## config.mk

```make
export PLATFORM = sky130hd
export DESIGN_NAME = ysyx_25030093_mem_arbiter
export DESIGN_NICKNAME = d
export VERILOG_FILES = /design/src/rtl/ysyx_25030093_mem_arbiter.sv
export SDC_FILE = /design/constraint.sdc
export NUM_CORES = 1
export LEC_CHECK = 0
export ABC_AREA = 1
export CORE_UTILIZATION = 39
export CTS_CLUSTER_DIAMETER = 200
export DETAILED_ROUTE_END_ITERATION = 8
export GPL_ROUTABILITY_DRIVEN = 0
export PLACE_DENSITY = 0.76
export SLEW_MARGIN = 20
export SYNTH_ARGS = -nofsm -noshare
export SYNTH_HDL_FRONTEND = slang
export SYNTH_SLANG_ARGS = --single-unit
```

## constraint.sdc

```tcl
create_clock -name clock -period 5.2 [get_ports clock]
set_clock_uncertainty 0.2 [all_clocks]
set_input_delay 1.04 -clock clock [delete_from_list [all_inputs] [get_ports clock]]
set_output_delay 1.04 -clock clock [all_outputs]
set_load 0.005 [all_outputs]
```

## src/rtl/ysyx_25030093_mem_arbiter.sv

```systemverilog
// Two-master (IFU/LSU) arbiter onto a single memory port: round-robin on contention,
// one outstanding transaction, timeout abort with a sticky error flag.
module ysyx_25030093_mem_arbiter #(
  parameter int TIMEOUT = 255
) (
  input  logic        clock,
  input  logic        reset,
  input  logic        ifu_reqValid,
  input  logic [31:0] ifu_addr,
  output logic        ifu_respValid,
  output logic [31:0] ifu_rdata,
  input  logic        lsu_reqValid,
  input  logic [31:0] lsu_addr,
  input  logic [1:0]  lsu_size,
  input  logic        lsu_wen,
  input  logic [31:0] lsu_wdata,
  input  logic [3:0]  lsu_wmask,
  output logic        lsu_respValid,
  output logic [31:0] lsu_rdata,
  output logic        mem_reqValid,
  output logic [31:0] mem_addr,
  output logic [1:0]  mem_size,
  output logic        mem_wen,
  output logic [31:0] mem_wdata,
  output logic [3:0]  mem_wmask,
  input  logic        mem_respValid,
  input  logic [31:0] mem_rdata,
  output logic        err
);
  localparam int CW = (TIMEOUT < 2) ? 1 : $clog2(TIMEOUT + 1);

  typedef enum logic [1:0] {IDLE, GRANT_IFU, GRANT_LSU, RELEASE} state_e;

  state_e        state_q, state_d;
  logic [CW-1:0] cnt_q, cnt_d;
  logic          prio_lsu_q, prio_lsu_d;
  logic          mem_req_q, mem_req_d;
  logic [31:0]   addr_q, addr_d, wdata_q, wdata_d;
  logic [1:0]    size_q, size_d;
  logic          wen_q, wen_d;
  logic [3:0]    wmask_q, wmask_d;
  logic          ifu_resp_q, ifu_resp_d, lsu_resp_q, lsu_resp_d;
  logic [31:0]   ifu_rdata_q, ifu_rdata_d, lsu_rdata_q, lsu_rdata_d;
  logic          err_q, err_d;
  logic          done;
  logic [31:0]   done_data;

  always_comb begin
    state_d     = state_q;
    cnt_d       = cnt_q;
    prio_lsu_d  = prio_lsu_q;
    mem_req_d   = mem_req_q;
    addr_d      = addr_q;
    size_d      = size_q;
    wen_d       = wen_q;
    wdata_d     = wdata_q;
    wmask_d     = wmask_q;
    ifu_resp_d  = 1'b0;
    lsu_resp_d  = 1'b0;
    ifu_rdata_d = ifu_rdata_q;
    lsu_rdata_d = lsu_rdata_q;
    err_d       = err_q;
    done        = 1'b0;
    done_data   = mem_rdata;
    unique case (state_q)
      IDLE: begin
        // prio_lsu_q moves only on contested arbitration; solo grants leave it alone
        if (ifu_reqValid && (!lsu_reqValid || !prio_lsu_q)) begin
          state_d   = GRANT_IFU;
          mem_req_d = 1'b1;
          cnt_d     = '0;
          addr_d    = ifu_addr;
          size_d    = 2'b10;
          wen_d     = 1'b0;
          wdata_d   = '0;
          wmask_d   = '0;
          if (lsu_reqValid) prio_lsu_d = 1'b1;
        end else if (lsu_reqValid) begin
          state_d   = GRANT_LSU;
          mem_req_d = 1'b1;
          cnt_d     = '0;
          addr_d    = lsu_addr;
          size_d    = lsu_size;
          wen_d     = lsu_wen;
          wdata_d   = lsu_wdata;
          wmask_d   = lsu_wmask;
          if (ifu_reqValid) prio_lsu_d = 1'b0;
        end
      end
      GRANT_IFU, GRANT_LSU: begin
        // a response arriving on the expiring cycle still wins over the abort
        if (mem_respValid) begin
          done = 1'b1;
        end else if (cnt_q == CW'(TIMEOUT - 1)) begin
          done      = 1'b1;
          done_data = '0;
          err_d     = 1'b1;
        end else begin
          cnt_d = cnt_q + CW'(1);
        end
        if (done) begin
          mem_req_d = 1'b0;
          state_d   = RELEASE;
          if (state_q == GRANT_LSU) begin
            lsu_resp_d  = 1'b1;
            lsu_rdata_d = done_data;
          end else begin
            ifu_resp_d  = 1'b1;
            ifu_rdata_d = done_data;
          end
        end
      end
      RELEASE: state_d = IDLE;
      default: state_d = IDLE;
    endcase
  end

  always_ff @(posedge clock or posedge reset) begin
    if (reset) begin
      state_q     <= IDLE;
      cnt_q       <= '0;
      prio_lsu_q  <= 1'b0;
      mem_req_q   <= 1'b0;
      addr_q      <= '0;
      size_q      <= '0;
      wen_q       <= 1'b0;
      wdata_q     <= '0;
      wmask_q     <= '0;
      ifu_resp_q  <= 1'b0;
      lsu_resp_q  <= 1'b0;
      ifu_rdata_q <= '0;
      lsu_rdata_q <= '0;
      err_q       <= 1'b0;
    end else begin
      state_q     <= state_d;
      cnt_q       <= cnt_d;
      prio_lsu_q  <= prio_lsu_d;
      mem_req_q   <= mem_req_d;
      addr_q      <= addr_d;
      size_q      <= size_d;
      wen_q       <= wen_d;
      wdata_q     <= wdata_d;
      wmask_q     <= wmask_d;
      ifu_resp_q  <= ifu_resp_d;
      lsu_resp_q  <= lsu_resp_d;
      ifu_rdata_q <= ifu_rdata_d;
      lsu_rdata_q <= lsu_rdata_d;
      err_q       <= err_d;
    end
  end

  assign mem_reqValid  = mem_req_q;
  assign mem_addr      = addr_q;
  assign mem_size      = size_q;
  assign mem_wen       = wen_q;
  assign mem_wdata     = wdata_q;
  assign mem_wmask     = wmask_q;
  assign ifu_respValid = ifu_resp_q;
  assign ifu_rdata     = ifu_rdata_q;
  assign lsu_respValid = lsu_resp_q;
  assign lsu_rdata     = lsu_rdata_q;
  assign err           = err_q;
endmodule

```

==> impl_metrics.json, run 1 <==
{
  "yosys_warnings": 0,
  "powerDensity_nw_per_um2": 599,
  "cts_tree": "built",
  "setup-tns-final_ns": 0,
  "cp-end-kind": "register",
  "hold_class": "reg -> reg",
  "status": "completed",
  "clock_sinks": 150,
  "drtPass1Iterations": 4,
  "crit_slowest_cell": "nor2_8",
  "r2r_slack_ns": 2.38,
  "grt_first_pass_wirelength_mm": 31.3,
  "ys_types": 28,
  "grt_max_degree": 85,
  "detailedPlace.worstSlack_ns": 1.89,
  "post_cts_buffers": 0,
  "power.leakage_nw": 4.63,
  "vias": 6169,
  "instances_no_fill": 1231,
  "syn_inst": 753,
  "die_w_um": 133,
  "path_clk_slew_ns": 0.06,
  "critPathMaxStageDelay_ns": 0.68,
  "multi_input_area_sq_um": 2460,
  "min_from": "lsu_rdata[8]",
  "routed_wl_mm": 19.4,
  "rsz0062_at_grt": "false",
  "r2r-start": "state_q[0]",
  "dp.final_hpwl_mm": 13.0,
  "yosysMostFrequentCell": "nand2_1",
  "worstPathRequired_ns": 5.35,
  "hold_buffers": 0,
  "die_h_um": 133,
  "dp.cells": 1199,
  "synth_area_sq_um": 6650,
  "worst_slew_pin_slew_ns": 0.943,
  "power_mw": 6.03,
  "syn2layout_area_growth_pct": 51.4,
  "grt_usage_pct": 22.6,
  "period_needed_ns": 2.86,
  "max_slew_margin_pct": 37.2,
  "path_class": "in -> reg",
  "drt_iter0_drc": 311,
  "ioPinCount": 279,
  "fmax_ghz": 0.349,
  "finalCritPeriodShare_pct": 55.0,
  "n_antenna_cell": 0,
  "path_max_fanout": 78,
  "core_area_sq_um": 16600,
  "yosysTopAreaCellShare_pct": 56.4,
  "ctsResizeCount": 0,
  "overflow": 0,
  "n_fill_cell": 1476,
  "drt-wirelength-per-cell_um": 15.7,
  "first_global_vias": 5994,
  "synth-edff-count": 0,
  "worst-r2r-cell-count": 7,
  "cp_num_cells": 6,
  "antenna_found_initial": 0,
  "worstSkewPairLatency_ns": 0.41,
  "synth-async-reset-ratio_pct": 100,
  "rows": 47,
  "initial_utilization_pct": 40.0,
  "finalSetupViolCount": 0,
  "ir_worst_vdd_uv": 378,
  "die_area_sq_um": 17600,
  "h-tree-depth": 4,
  "cp_top_family": "buffers and inverters",
  "maxCapViolations": 0,
  "finalMaxSlewViolations": 0,
  "cts_root_buf": "clkbuf_16",
  "antenna_left": 0,
  "seq_area_frac_synth_pct": 56.4,
  "finalHoldViolations": 0,
  "synthesis.nets": 897,
  "seqCellArea_sq_um": 3750,
  "cp_cell_sequence": "clkdlybuf4s50_1 > nor2_4 > nor2_8 > buf_4 > nand3_1 > nand2_1",
  "yosysTopAreaCell": "dfrtp_1",
  "start_kind": "primary input",
  "timing.final.ws_setup_ns": 2.34,
  "holdPathStages": 2,
  "numCtsBuffers": 17,
  "cp.arrival_ns": 3.01,
  "viasPerCell": 5.01,
  "yosys-top-cells-count": "nand2_1 (268), dfrtp_1 (150), nand4_1 (64)",
  "synth_ff_type": "dfrtp_1",
  "num-nets-final": 1142,
  "reg2reg_to": "mem_wdata[22]",
  "drive_gt1_share_pct": 5.74,
  "io_buffers": 278,
  "drc": 0,
  "clockBufferDepth": 2,
  "synth_seq_cells": 150,
  "cp.buffers_inverters": 2,
  "synth.avg_cell_area_sq_um": 8.83,
  "whs_endpoint": "lsu_rdata[8]",
  "synthTopCellsByArea": "dfrtp_1 (56%), nand2_1 (15%), nand4_1 (6.0%), nand3_1 (3.8%), o21ai_0 (3.5%)"
}
## state kept, by name, indices dropped and copies added, names as in the netlist
register	cells
cnt_q	8
err	1
ifu_rdata	32
ifu_respValid	1
lsu_rdata	32
lsu_respValid	1
mem_addr	32
mem_reqValid	1
mem_size	2
mem_wdata	32
mem_wen	1
mem_wmask	4
prio_lsu_q	1
state_q	2
## cell type report
type / instances / share of cell area, %
Inverter: 20 / 0.783
Timing Repair Buffer: 286 / 28.3
Tap cell: 220 / 2.73
Clock inverter: 15 / 2.24
Clock buffer: 17 / 4.22
Multi-Input combinational cell: 523 / 24.4
Sequential cell: 150 / 37.3
## worst max-delay path by stage
stage / start / slack (ns) / end
2_1_floorplan: reset / 2.07 / cnt_q[0]
3_3_place_gp: ifu_reqValid / 1.91 / mem_wdata[22]
3_5_place_dp: ifu_reqValid / 1.89 / mem_wdata[7]
4_1_cts: state_q[0] / 2.29 / ifu_rdata[5]
5_1_grt: state_q[0] / 2.12 / mem_wdata[7]
6_report: ifu_reqValid / 2.34 / mem_wdata[22]
## worst min-delay path: stages, from the launching register on
cell and delay (ns):
dfrtp_1 0.34, nand2_1 0.05, nand2_1 0.05
## metrics by stage
stage	hold WS, ns	util [%]	instance area (sq um)
4_1_cts	0.272	60.5	10100
2_1_floorplan	0.242	-	6660
3_5_place_dp	0.256	56.6	9420
5_1_grt	0.285	60.5	10100
3_3_place_gp	0.252	56.6	9420
6_report	0.267	60.5	10100
## kinds of logic after synthesis
kind of cell | after synthesis | share of synthesized area, %
and+or+nand+nor | 434 | 29.1
buffers and inverters | 80 | 6.60
adders and majority gates | 4 | 0.752
DFF | 150 | 56.4
AOI/OAI and AO/OA | 85 | 7.13
## metal layers
metal | wire (um) | track usage [%] | share of wire [%]
met5 | 0 | 0 | 0
met4 | 227 | 6.51 | 1.2
met3 | 1570 | 7.39 | 8.1
met2 | 9340 | 37.0 | 48
met1 | 8230 | 28.5 | 42
## where the power goes
part	internal (mW)	switching (mW)	leakage [nW]
combinational	1.33	1.35	2.44
sequential	1.71	0.284	1.86
clock	0.857	0.499	0.323
total	3.90	2.13	4.63
## placed cells by master (no fill, tap or decap), types with 2 or more instances in the layout
cell type,count
clkdlybuf4s50_1,277
nand2_1,268
dfrtp_1,150
nand4_1,64
nand3_1,51
o21ai_0,46
nor2_1,39
a31oi_1,32
clkbuf_16,17
inv_1,16
buf_4,7
bufinv_16,5
clkinv_2,4
a21oi_1,3
inv_2,3
ha_1,3
clkinv_4,3
nand2_2,2
nand3_4,2
or2_2,2
o21bai_1,2
inv_6,2
No activity file was read; power rests on OpenSTA's default activity.
==> run 2, diff against run 1 <==
Clock period 5.2 ns to 2.41 ns, I/O delays scaled along.
==> impl_metrics.json, run 2 (synthesis results as in run 1) <==
{
  "r2r_slack_ns": 0.34,
  "clockBufferDepth": 2,
  "ir_worst_vdd_uv": 678,
  "worst-r2r-cell-count": 5,
  "power.leakage_nw": 4.66,
  "drc": 0,
  "die_w_um": 133,
  "routed.top_layer": "met4",
  "antenna_found_initial": 0,
  "routed_wl_mm": 19.6,
  "grt_first_pass_wirelength_mm": 31.7,
  "hold_slack_ns": 0.268,
  "fmax_ghz": 0.484,
  "cp.buffers_inverters": 2,
  "cp_cell_sequence": "inv_1 > ha_2 > buf_4 > nand3b_1 > o21ai_0",
  "wl_met2_mm": 9.82,
  "start_kind": "register",
  "grt_max_degree": 84,
  "maxCapViolations": 0,
  "initial_utilization_pct": 40.0,
  "numCtsBuffers": 17,
  "final_common_cell": "clkdlybuf4s50_1",
  "r2r-start": "state_q[1]",
  "dp.final_hpwl_mm": 13.6,
  "power_mw": 13.0,
  "post_cts_buffers": 0,
  "dp.cells": 1208,
  "crit_path_end": "cnt_q[4]",
  "rows": 47,
  "finalSetupViolCount": 0,
  "hold_class": "reg -> reg",
  "io_buffers": 278,
  "n_antenna_cell": 0,
  "cts_tree": "built",
  "core_area_sq_um": 16600,
  "crit_slowest_cell": "ha_2",
  "drtPass1Iterations": 5,
  "powerDensity_nw_per_um2": 1280,
  "clock_sinks": 150,
  "worstPathRequired_ns": 2.54,
  "grt_usage_pct": 23.1,
  "h-tree-depth": 4,
  "finalHoldViolations": 0,
  "instances_no_fill": 1240,
  "viasPerCell": 5.01,
  "hold_buffers": 0,
  "cts_root_buf": "clkbuf_16",
  "num-nets-final": 1151,
  "drt_iter0_drc": 315,
  "final_cell_mix": "clkdlybuf4s50_1 (277), nand2_1 (268), dfrtp_1 (150)",
  "worst_slew_pin_slew_ns": 0.543,
  "status": "completed",
  "die_h_um": 133,
  "cp_top_family": "adder cells",
  "setup-tns-final_ns": 0,
  "drt-wirelength-per-cell_um": 15.8,
  "path_clk_slew_ns": 0.06,
  "ioPinCount": 279,
  "finalMaxSlewViolations": 0,
  "cp.arrival_ns": 2.20,
  "ctsResizeCount": 0,
  "path_class": "reg -> reg",
  "met1_length_mm": 8.15,
  "period_needed_ns": 2.07,
  "overflow": 0,
  "max_slew_margin_pct": 63.7,
  "syn2layout_area_growth_pct": 52.8,
  "worstSkewPairLatency_ns": 0.42,
  "path_max_fanout": 42,
  "antenna_left": 0,
  "vias": 6212,
  "critPathMaxStageDelay_ns": 0.60,
  "first_global_vias": 6074,
  "reg2reg_to": "cnt_q[4]",
  "drive_gt1_share_pct": 6.08,
  "cp-end-kind": "register",
  "utilization_pct": 61.1,
  "wl_met3_mm": 1.46,
  "rsz0062_at_grt": "false",
  "die_area_sq_um": 17600,
  "finalCritPeriodShare_pct": 85.8,
  "cp_num_cells": 5,
  "worstSetupStartpoint": "state_q[1]"
}
run 2: where the power goes:
group          total [mW]  internal (mW)  leakage [nW]  switching, mW
sequential           4.32           3.69          1.86          0.631
combinational        5.89           3.00          2.51           2.89
clock                2.79           1.74         0.292           1.05
total                13.0           8.43          4.66           4.57
run 2: worst register-to-register path, stage by stage, from the launching register on:
cell and delay (ns):
dfrtp_1 0.36, inv_1 0.05, ha_2 0.60, buf_4 0.46
nand3b_1 0.13, o21ai_0 0.18
run 2: routing by layer:
layer,GRT usage (%),vias to the layer above
met5,0,-
met4,6.07,0
met3,8.16,13
met2,38.2,205
met1,28.6,2974
li1,-,3020
run 2: area by class of cell:
| cell class | count | area [sq um] |
|---|---|---|
| clock buffer | 21 | 440 |
| clock inverter | 11 | 175 |
| fill | 1448 | 6480 |
| inverter | 20 | 78.8 |
| multi-input combinational | 523 | 2460 |
| sequential | 150 | 3750 |
| tap | 220 | 275 |
| timing repair buffer | 295 | 2980 |
run 2: metrics by stage:
stage	instance area, sq um	setup WS (ns)
floorplan	6660	-0.161
global placement	9550	0.316
detailed placement	9550	0.278
CTS	10200	0.301
global route	10200	0.161
finish	10200	0.343
run 2: worst min path at each step:
stage | slack, ns | startpoint | to | cells past startpoint
after floorplan | 0.24 | state_q[0] | state_q[0] | 2
final | 0.27 | ifu_rdata[12] | ifu_rdata[12] | 2
after global routing | 0.29 | lsu_rdata[19] | lsu_rdata[19] | 2
after global placement | 0.25 | ifu_rdata[7] | ifu_rdata[7] | 2
after detailed placement | 0.26 | ifu_rdata[7] | ifu_rdata[7] | 2
after CTS | 0.27 | ifu_rdata[7] | ifu_rdata[7] | 2
==> run 3, diff against run 2 <==
Settings changed: CAP_MARGIN set to 20.
==> results of run 3 <==
Final layout, timing and power as in run 2 (identical DEF).
